[src/rtl/cpu_ctrl_pkg.sv]
// rtl/cpu_ctrl_pkg.sv - shared state encoding, ALU op constants and op classification
package cpu_ctrl_pkg;

  localparam int OP_W = 5;

  localparam logic [OP_W-1:0] OP_ROR = 5'b00111;
  localparam logic [OP_W-1:0] OP_MUL = 5'b01111;
  localparam logic [OP_W-1:0] OP_DIV = 5'b10000;

  typedef enum logic [2:0] {
    S_IDLE,
    S_MDR_RD,
    S_LOAD_Y,
    S_EXEC,
    S_WB_LO,
    S_WB_HI,
    S_DONE
  } state_t;

  // Wide ops produce a 2-word result that goes to LO/HI instead of a register.
  function automatic logic is_wide_op(input logic [OP_W-1:0] op);
    return (op == OP_MUL) || (op == OP_DIV);
  endfunction

endpackage

[src/rtl/reg_decoder_4to16.sv]
// rtl/reg_decoder_4to16.sv - one-hot register strobe decoder from a 4-bit index and enable
module reg_decoder_4to16 #(
  parameter int N = 16
) (
  input  logic [3:0]   idx,
  input  logic         en,
  output logic [N-1:0] onehot
);

  assign onehot = en ? ({{(N-1){1'b0}}, 1'b1} << idx) : '0;

endmodule

[src/rtl/alu_op_sequencer.sv]
// rtl/alu_op_sequencer.sv - multi-cycle control sequencer driving register/MDR/Y/Z/HI/LO strobes for one ALU instruction
module alu_op_sequencer
  import cpu_ctrl_pkg::*;
#(
  parameter int NREGS = 16,
  parameter int OPW   = OP_W
) (
  input  logic             Clock,
  input  logic             clear,
  input  logic             start,
  input  logic [OPW-1:0]   alu_op,
  input  logic [3:0]       ra,
  input  logic [3:0]       rb,
  input  logic [3:0]       rc,
  input  logic             use_mdr,
  output logic             busy,
  output logic             done,
  output logic [NREGS-1:0] Rout,
  output logic [NREGS-1:0] Rin,
  output logic             MDRout,
  output logic             MDRin,
  output logic             Read,
  output logic             Yin,
  output logic             Zlowin,
  output logic             ZHighin,
  output logic             Zlowout,
  output logic             Zhighout,
  output logic             HIin,
  output logic             LOin,
  output logic [OPW-1:0]   op
);

  state_t         state, state_nxt;
  logic [OPW-1:0] op_q;
  logic [3:0]     ra_q, rb_q, rc_q;
  logic           mdr_q;
  logic [3:0]     rout_sel, rin_sel;
  logic           rout_en, rin_en;

  // Outputs are computed for the state being entered, so in IDLE the fresh inputs stand in for the captured fields.
  logic [OPW-1:0] f_op;
  logic [3:0]     f_ra, f_rb, f_rc;
  logic           f_mdr;
  logic           f_wide;

  always_comb begin
    f_op  = (state == S_IDLE) ? alu_op  : op_q;
    f_ra  = (state == S_IDLE) ? ra      : ra_q;
    f_rb  = (state == S_IDLE) ? rb      : rb_q;
    f_rc  = (state == S_IDLE) ? rc      : rc_q;
    f_mdr = (state == S_IDLE) ? use_mdr : mdr_q;
    f_wide = is_wide_op(OP_W'(f_op));
  end

  always_comb begin
    state_nxt = state;
    case (state)
      S_IDLE:   if (start) state_nxt = use_mdr ? S_MDR_RD : S_LOAD_Y;
      S_MDR_RD: state_nxt = S_LOAD_Y;
      S_LOAD_Y: state_nxt = S_EXEC;
      S_EXEC:   state_nxt = S_WB_LO;
      S_WB_LO:  state_nxt = f_wide ? S_WB_HI : S_DONE;
      S_WB_HI:  state_nxt = S_DONE;
      default:  state_nxt = S_IDLE;
    endcase
  end

  always_ff @(posedge Clock) begin
    if (clear) begin
      state    <= S_IDLE;
      op_q     <= '0;
      ra_q     <= '0;
      rb_q     <= '0;
      rc_q     <= '0;
      mdr_q    <= 1'b0;
      busy     <= 1'b0;
      done     <= 1'b0;
      rout_sel <= '0;
      rout_en  <= 1'b0;
      rin_sel  <= '0;
      rin_en   <= 1'b0;
      MDRout   <= 1'b0;
      MDRin    <= 1'b0;
      Read     <= 1'b0;
      Yin      <= 1'b0;
      Zlowin   <= 1'b0;
      ZHighin  <= 1'b0;
      Zlowout  <= 1'b0;
      Zhighout <= 1'b0;
      HIin     <= 1'b0;
      LOin     <= 1'b0;
      op       <= '0;
    end else begin
      state <= state_nxt;
      if (state == S_IDLE && start) begin
        op_q  <= alu_op;
        ra_q  <= ra;
        rb_q  <= rb;
        rc_q  <= rc;
        mdr_q <= use_mdr;
      end
      busy     <= (state_nxt != S_IDLE);
      done     <= 1'b0;
      rout_sel <= '0;
      rout_en  <= 1'b0;
      rin_sel  <= '0;
      rin_en   <= 1'b0;
      MDRout   <= 1'b0;
      MDRin    <= 1'b0;
      Read     <= 1'b0;
      Yin      <= 1'b0;
      Zlowin   <= 1'b0;
      ZHighin  <= 1'b0;
      Zlowout  <= 1'b0;
      Zhighout <= 1'b0;
      HIin     <= 1'b0;
      LOin     <= 1'b0;
      op       <= '0;
      case (state_nxt)
        S_MDR_RD: begin
          Read  <= 1'b1;
          MDRin <= 1'b1;
        end
        S_LOAD_Y: begin
          rout_sel <= f_rb;
          rout_en  <= 1'b1;
          Yin      <= 1'b1;
          op       <= f_op;
        end
        S_EXEC: begin
          if (f_mdr) begin
            MDRout <= 1'b1;
          end else begin
            rout_sel <= f_rc;
            rout_en  <= 1'b1;
          end
          Zlowin  <= 1'b1;
          ZHighin <= 1'b1;
          op      <= f_op;
        end
        S_WB_LO: begin
          Zlowout <= 1'b1;
          op      <= f_op;
          if (f_wide) begin
            LOin <= 1'b1;
          end else begin
            rin_sel <= f_ra;
            rin_en  <= 1'b1;
          end
        end
        S_WB_HI: begin
          Zhighout <= 1'b1;
          HIin     <= 1'b1;
          op       <= f_op;
        end
        S_DONE:  done <= 1'b1;
        default: ;
      endcase
    end
  end

  // Decode from registered index/enable only, so no input reaches the strobes in the same cycle.
  reg_decoder_4to16 #(.N(NREGS)) u_rout_dec (
    .idx    (rout_sel),
    .en     (rout_en),
    .onehot (Rout)
  );

  reg_decoder_4to16 #(.N(NREGS)) u_rin_dec (
    .idx    (rin_sel),
    .en     (rin_en),
    .onehot (Rin)
  );

endmodule

[config.mk]
export PLATFORM = sky130hd
export DESIGN_NAME = alu_op_sequencer
export DESIGN_NICKNAME = d
export VERILOG_FILES = /design/src/rtl/cpu_ctrl_pkg.sv /design/src/rtl/reg_decoder_4to16.sv /design/src/rtl/alu_op_sequencer.sv
export SDC_FILE = /design/constraint.sdc
export NUM_CORES = 1
export LEC_CHECK = 0
export ABC_AREA = 1
export CORE_ASPECT_RATIO = 2
export CORE_MARGIN = 2
export CORE_UTILIZATION = 43
export CTS_CLUSTER_DIAMETER = 50
export DETAILED_ROUTE_END_ITERATION = 12
export PLACE_DENSITY = 0.8
export SYNTH_ARGS = -nofsm -noshare
export SYNTH_HDL_FRONTEND = slang
export SYNTH_HIERARCHICAL = 1
export SYNTH_SLANG_ARGS = --single-unit
[constraint.sdc]
create_clock -name Clock -period 2 [get_ports Clock]
set_input_delay 0.4 -clock Clock [delete_from_list [all_inputs] [get_ports Clock]]
set_output_delay 0.4 -clock Clock [all_outputs]
set_load 0.01 [all_outputs]
* Yosys cells after proc, flatten, opt, wreduce, memory -nomap -nowiden
Cells that the tools add are included.
** Word-level totals
- Input bits :: 21
- Logic and storage cells :: 71
- Bits in registers :: 45
- Output and inout port bits :: 49
** Operators by class
- Reductions and logical operators :: 9
- Shift operators :: 2
- Muxes and demuxes :: 24
- Equal/unequal tests :: 13
- Bitwise logic cells :: 3
** Operator list (number)
- 16-bit 2-to-1 mux :: 2
- 1-bit by 4-bit left shift with 16-bit output (first input constant) :: 2
- 3-bit case mux with 6 select lines :: 1
- 4-bit 2-to-1 mux :: 4
- 3-bit equality test (second input constant) :: 5
- 3-bit by 2-bit equality test with 1-bit output (second input constant) :: 4
- 1-bit 2-to-1 mux :: 11
- 4-bit case mux with 2 select lines :: 1
- 3-bit by 1-bit equality test with 1-bit output (second input constant) :: 2
- 2-bit OR reduction :: 3
- 5-bit by 4-bit equality test with 1-bit output (second input constant) :: 1
- 5-bit equality test (second input constant) :: 1
- 5-bit 2-to-1 mux :: 1
- 2-bit 2-to-1 mux :: 2
- 4-bit OR reduction :: 1
- 3-bit zero test :: 1
- 3-bit 2-to-1 mux :: 1
- 1-bit inverter :: 3
- 3-bit nonzero test :: 1
- 3-bit OR reduction :: 1
- 1-bit case mux with 2 select lines :: 1
- 1-bit logical AND :: 1
- 1-bit logical OR :: 1

* Logic depth before layout (Yosys ltp)
- Depth after elaboration :: 10
- Depth in mapped cells :: 13
- Mapped depth without buffers :: 12

* Cells and area by module
Netlist, hierarchy kept.
** By module, submodules not included
- alu_op_sequencer :: area each 1824.2 um^2, sequential area each 900.9 um^2, cells an instance 220, instances 1
- reg_decoder_4to16 :: area each 126.4 um^2, sequential area each 0.0 um^2, cells an instance 31, instances 2

* Least setup slack after synthesis
Ideal clock, no wire load.
- Kind :: register to register
- From :: reg state[1]
- To :: reg busy
- Data arrival time :: 1322 ps
- Clock period less this slack :: 1441 ps
- Cell stages (with the launch flop) :: 14
- Setup slack :: 559 ps
- Cells stage by stage :: dfxtp_1 -> nor2_4 -> nand2_4 -> buf_8 -> nand2_4 -> nand2_4 -> nand2_1 -> nor2_1 -> nand2_2 -> nand2_1 -> nand2_1 -> nand2_1 -> nand2_2 -> nand3_2
** On the way
- Word-level cells in the longest chain between the ends :: 7
** RTL lines
- from (decl) :: RTL line alu_op_sequencer.sv:33 : state_t state, state_nxt;
- from (signal assigned) :: RTL line alu_op_sequencer.sv:94 : state <= state_nxt;
- 3-bit zero test :: RTL line alu_op_sequencer.sv:47, alu_op_sequencer.sv:57
- 5-bit 2-to-1 mux :: RTL line alu_op_sequencer.sv:47 : f_op = (state == S_IDLE) ? alu_op : op_q;
- 5-bit by 4-bit equality test with 1-bit output or 5-bit equality test (tied branches) :: RTL line cpu_ctrl_pkg.sv:22 : return (op == OP_MUL) || (op == OP_DIV);
- 1-bit logical OR :: RTL line cpu_ctrl_pkg.sv:22
- 2-bit 2-to-1 mux :: RTL line alu_op_sequencer.sv:62 : S_WB_LO: state_nxt = f_wide ? S_WB_HI : S_DONE;
- 3-bit case mux with 6 select lines * :: RTL line alu_op_sequencer.sv:57 : case (state)
- 3-bit nonzero test * :: RTL line alu_op_sequencer.sv:102 : busy <= (state_nxt != S_IDLE);
- to (signal assigned) :: RTL line alu_op_sequencer.sv:102
- to (decl) :: RTL line alu_op_sequencer.sv:16 : output logic busy,
Every way passes the cells marked *; elsewhere a longest branch is shown, timed or not.
A chain may end at the register's enable or synchronous reset.

* Final worst setup path
- From :: reg rout_en
- To :: out Rout[13]
** On the way
- Word-level cells in the longest chain between the ends :: 1
** RTL lines
- from (decl) :: RTL line alu_op_sequencer.sv:38 : logic rout_en, rin_en;
- from (signal assigned) :: RTL line alu_op_sequencer.sv:79 : rout_en <= 1'b0;
- from (signal assigned) :: RTL line alu_op_sequencer.sv:105 : rout_en <= 1'b0;
- from (signal assigned) :: RTL line alu_op_sequencer.sv:126 : rout_en <= 1'b1;
- 16-bit 2-to-1 mux :: RTL line reg_decoder_4to16.sv:10 : assign onehot = en ? ({{(N-1){1'b0}}, 1'b1} << idx) : '0;
- to (decl) :: RTL line alu_op_sequencer.sv:18 : output logic [NREGS-1:0] Rout,
No other way between the ends.

==> results.json <==
{
  "status": "finished, final reports clean",
  "cts_htree_levels": 2,
  "synth-adder-area-share_pct": 0,
  "fin_skew_ns": 0.00387,
  "globalplace.congestion": 0.824,
  "crit_arrival_ns": 1.53,
  "muxShareOfSynthArea_pct": 4.28,
  "cts_root_buf": "clkbuf_8",
  "fin_crit_sh_pct": 96.5,
  "drv_cap": 0,
  "syn_area_per_cell_um2": 7.37,
  "seq_area_frac_synth_pct": 43.4,
  "wl_per_cell_um": 11.6,
  "port_buffers": 69,
  "holdCritPathClass": "flip-flop to flip-flop",
  "yosys-top-cells-area": "dfxtp_1, nand2_1, nor2_1, inv_1, a21oi_1",
  "setup_viol": 0,
  "antenna_left": 0,
  "grt_setup_unrepaired": "true",
  "synthSimpleGateAreaFrac_pct": 32.3,
  "clkTransAtPathRegs_ns": 0.08,
  "area_delta_synth_final_pct": 41.7,
  "grt_pass1_vias": 1880,
  "drt_iter0_drc": 18,
  "hpwl_um": 3750,
  "finalHoldViolations": 0,
  "fp.dieArea_um2": 5440,
  "yosys.cell_types.count": 31,
  "finalSetupTns_ns": 0,
  "synth_nets": 303,
  "synth_top_area_cell": "dfxtp_1",
  "yosys.area_share.xor_xnor_pct": 0,
  "n_antenna_cell": 0,
  "finalPower_mw": 2.47,
  "critPathKind": "flip-flop to primary output",
  "critPathCaptureType": "primary output",
  "critPathMaxFanout": 8,
  "critPathLaunchType": "flip-flop",
  "synth_compound_area_share_pct": 10.8,
  "cts_max_path_buffers": 2,
  "p_per_area_nw_per_um2": 841,
  "die_h_um": 102,
  "clkSinkCount": 45,
  "worstMarginPinSlew_ns": 0.438,
  "die_w_um": 53.1,
  "vdd_drop_max_v": 0.000679,
  "grt_max_degree": 28,
  "p_leak_nw": 1.24,
  "synth_ff_type": "dfxtp_1",
  "io_pins": 70,
  "synth_cells": 282,
  "yosys.area.top_type_share_pct": 43.4,
  "cp.required_ns": 1.60,
  "hold_buffers": 0,
  "final_nets": 374,
  "grt_first_pass_wirelength_um": 8050,
  "slew_headroom_pct": 70.5,
  "synth_edf_count": 0,
  "yosysWarnings": 6,
  "vias_per_cell": 4.90,
  "layout_commonest_cell": "clkdlybuf4s50_1",
  "cts_tree": "yes",
  "layout_common_cells": "clkdlybuf4s50_1, nand2_1, nor2_1",
  "min_period_ns": 1.93,
  "synth_top_family_by_area": "simple AND/OR/NAND/NOR gates",
  "post-route-util_pct": 63.4,
  "async_flop_share_pct": 0,
  "synthesis.area_um2": 2080,
  "gr-total-overflow": 0,
  "initial_utilization_pct": 44.7,
  "ys_seq_elements": 45,
  "layout-drive-gt1-share_pct": 12.1,
  "drv_slew": 0,
  "grt_antenna_before_repair": 0,
  "clkLatencyLatePin_ns": 0.30,
  "routed_wl_um": 4760,
  "drc": 0,
  "cts_made_buffers": 5,
  "firstDrtPassIters": 4,
  "core_area_um2": 4640,
  "grt_usage_pct": 19.8,
  "via_count": 2006,
  "fmax_ghz": 0.518,
  "row_count": 35
}
## final cells by class
class                   instances  area, um^2
clock inverters                 2        37.5
clock buffers                   6        82.6
inverters                      33         124
flip-flops and latches         45         903
repair buffers                 74         738
multi-input cells             194         988
well taps                      55        68.8
fillers                       450        1700
## metrics by stage
stage / worst slack (ns) / instance area, um^2 / cells / hold WS (ns)
finish: 0.0703 / 2940 / 409 / 0.464
global route: -0.0343 / 2940 / 409 / 0.486
CTS: 0.0547 / 2930 / 409 / 0.468
detailed placement: 0.0825 / 2810 / 401 / 0.455
global placement: 0.0908 / 2810 / 401 / 0.442
floorplan: 0.559 / 2080 / 282 / 0.430
## synthesized netlist by cell type, types with 2 or more instances
master and count:
a211oi_1 5, inv_1 32, nor2_2 4, nand3_2 3, nand2_4 3, a21oi_1 19, buf_4 3, nor3_1 2
o21ai_0 7, nor2_1 52, o21ai_1 2, nand2_2 4, clkbuf_1 4, nand2_1 56, dfxtp_1 45, a22oi_1 3
mux2_2 6, nand3b_1 2, nand3_1 18
## sequential cells by signal, summed over array words and instances, names as in the netlist, 3 cells and up
| signal | flops |
|---|---|
| op | 5 |
| rout_sel | 4 |
| op_q | 5 |
| rb_q | 4 |
| state | 3 |
| rc_q | 4 |
| ra_q | 4 |
| rin_sel | 4 |
## per-layer routing
metal | global-route usage [%] | up-vias | part of all wire (%)
li1 | - | 1037 | -
met1 | 20.6 | 916 | 37
met2 | 35.9 | 40 | 57
met3 | 3.65 | 13 | 3.4
met4 | 10.5 | 0 | 2.9
met5 | 0 | - | 0
## path summary, 6_finish.rpt
kind / startpoint / slack, ns / depth (start not counted) / to
setup / recovery: rout_en / 0.07 / 3 / Rout[13]
hold / removal: rb_q[1] / 0.46 / 2 / rb_q[1]
setup reg to reg: state[1] / 0.28 / 12 / busy
hold reg to reg: rb_q[1] / 0.46 / 2 / rb_q[1]
## critical path: stages, from the launching register on
cell and delay (ns):
dfxtp_1 0.33, nand2_1 0.18, nor2_1 0.17, clkdlybuf4s50_1 0.56
## power breakdown
part           leakage [nW]  switching (mW)  internal, mW
clock network        0.0574           0.300         0.406
registers             0.369          0.0508         0.997
logic                 0.817           0.410         0.311
## logic make-up after synthesis
group | count (synthesis)
DFF | 45
buffers and inverters | 43
muxes | 8
AOI/OAI and AO/OA | 39
and+or+nand+nor | 147
## repair_timing
item                                    in CTS  in global routing
gates resized for setup                      0                  9
endpoints found under the setup margin       0                 23
setup buffers                                0                  0
(Power assumes the default switching activity.)
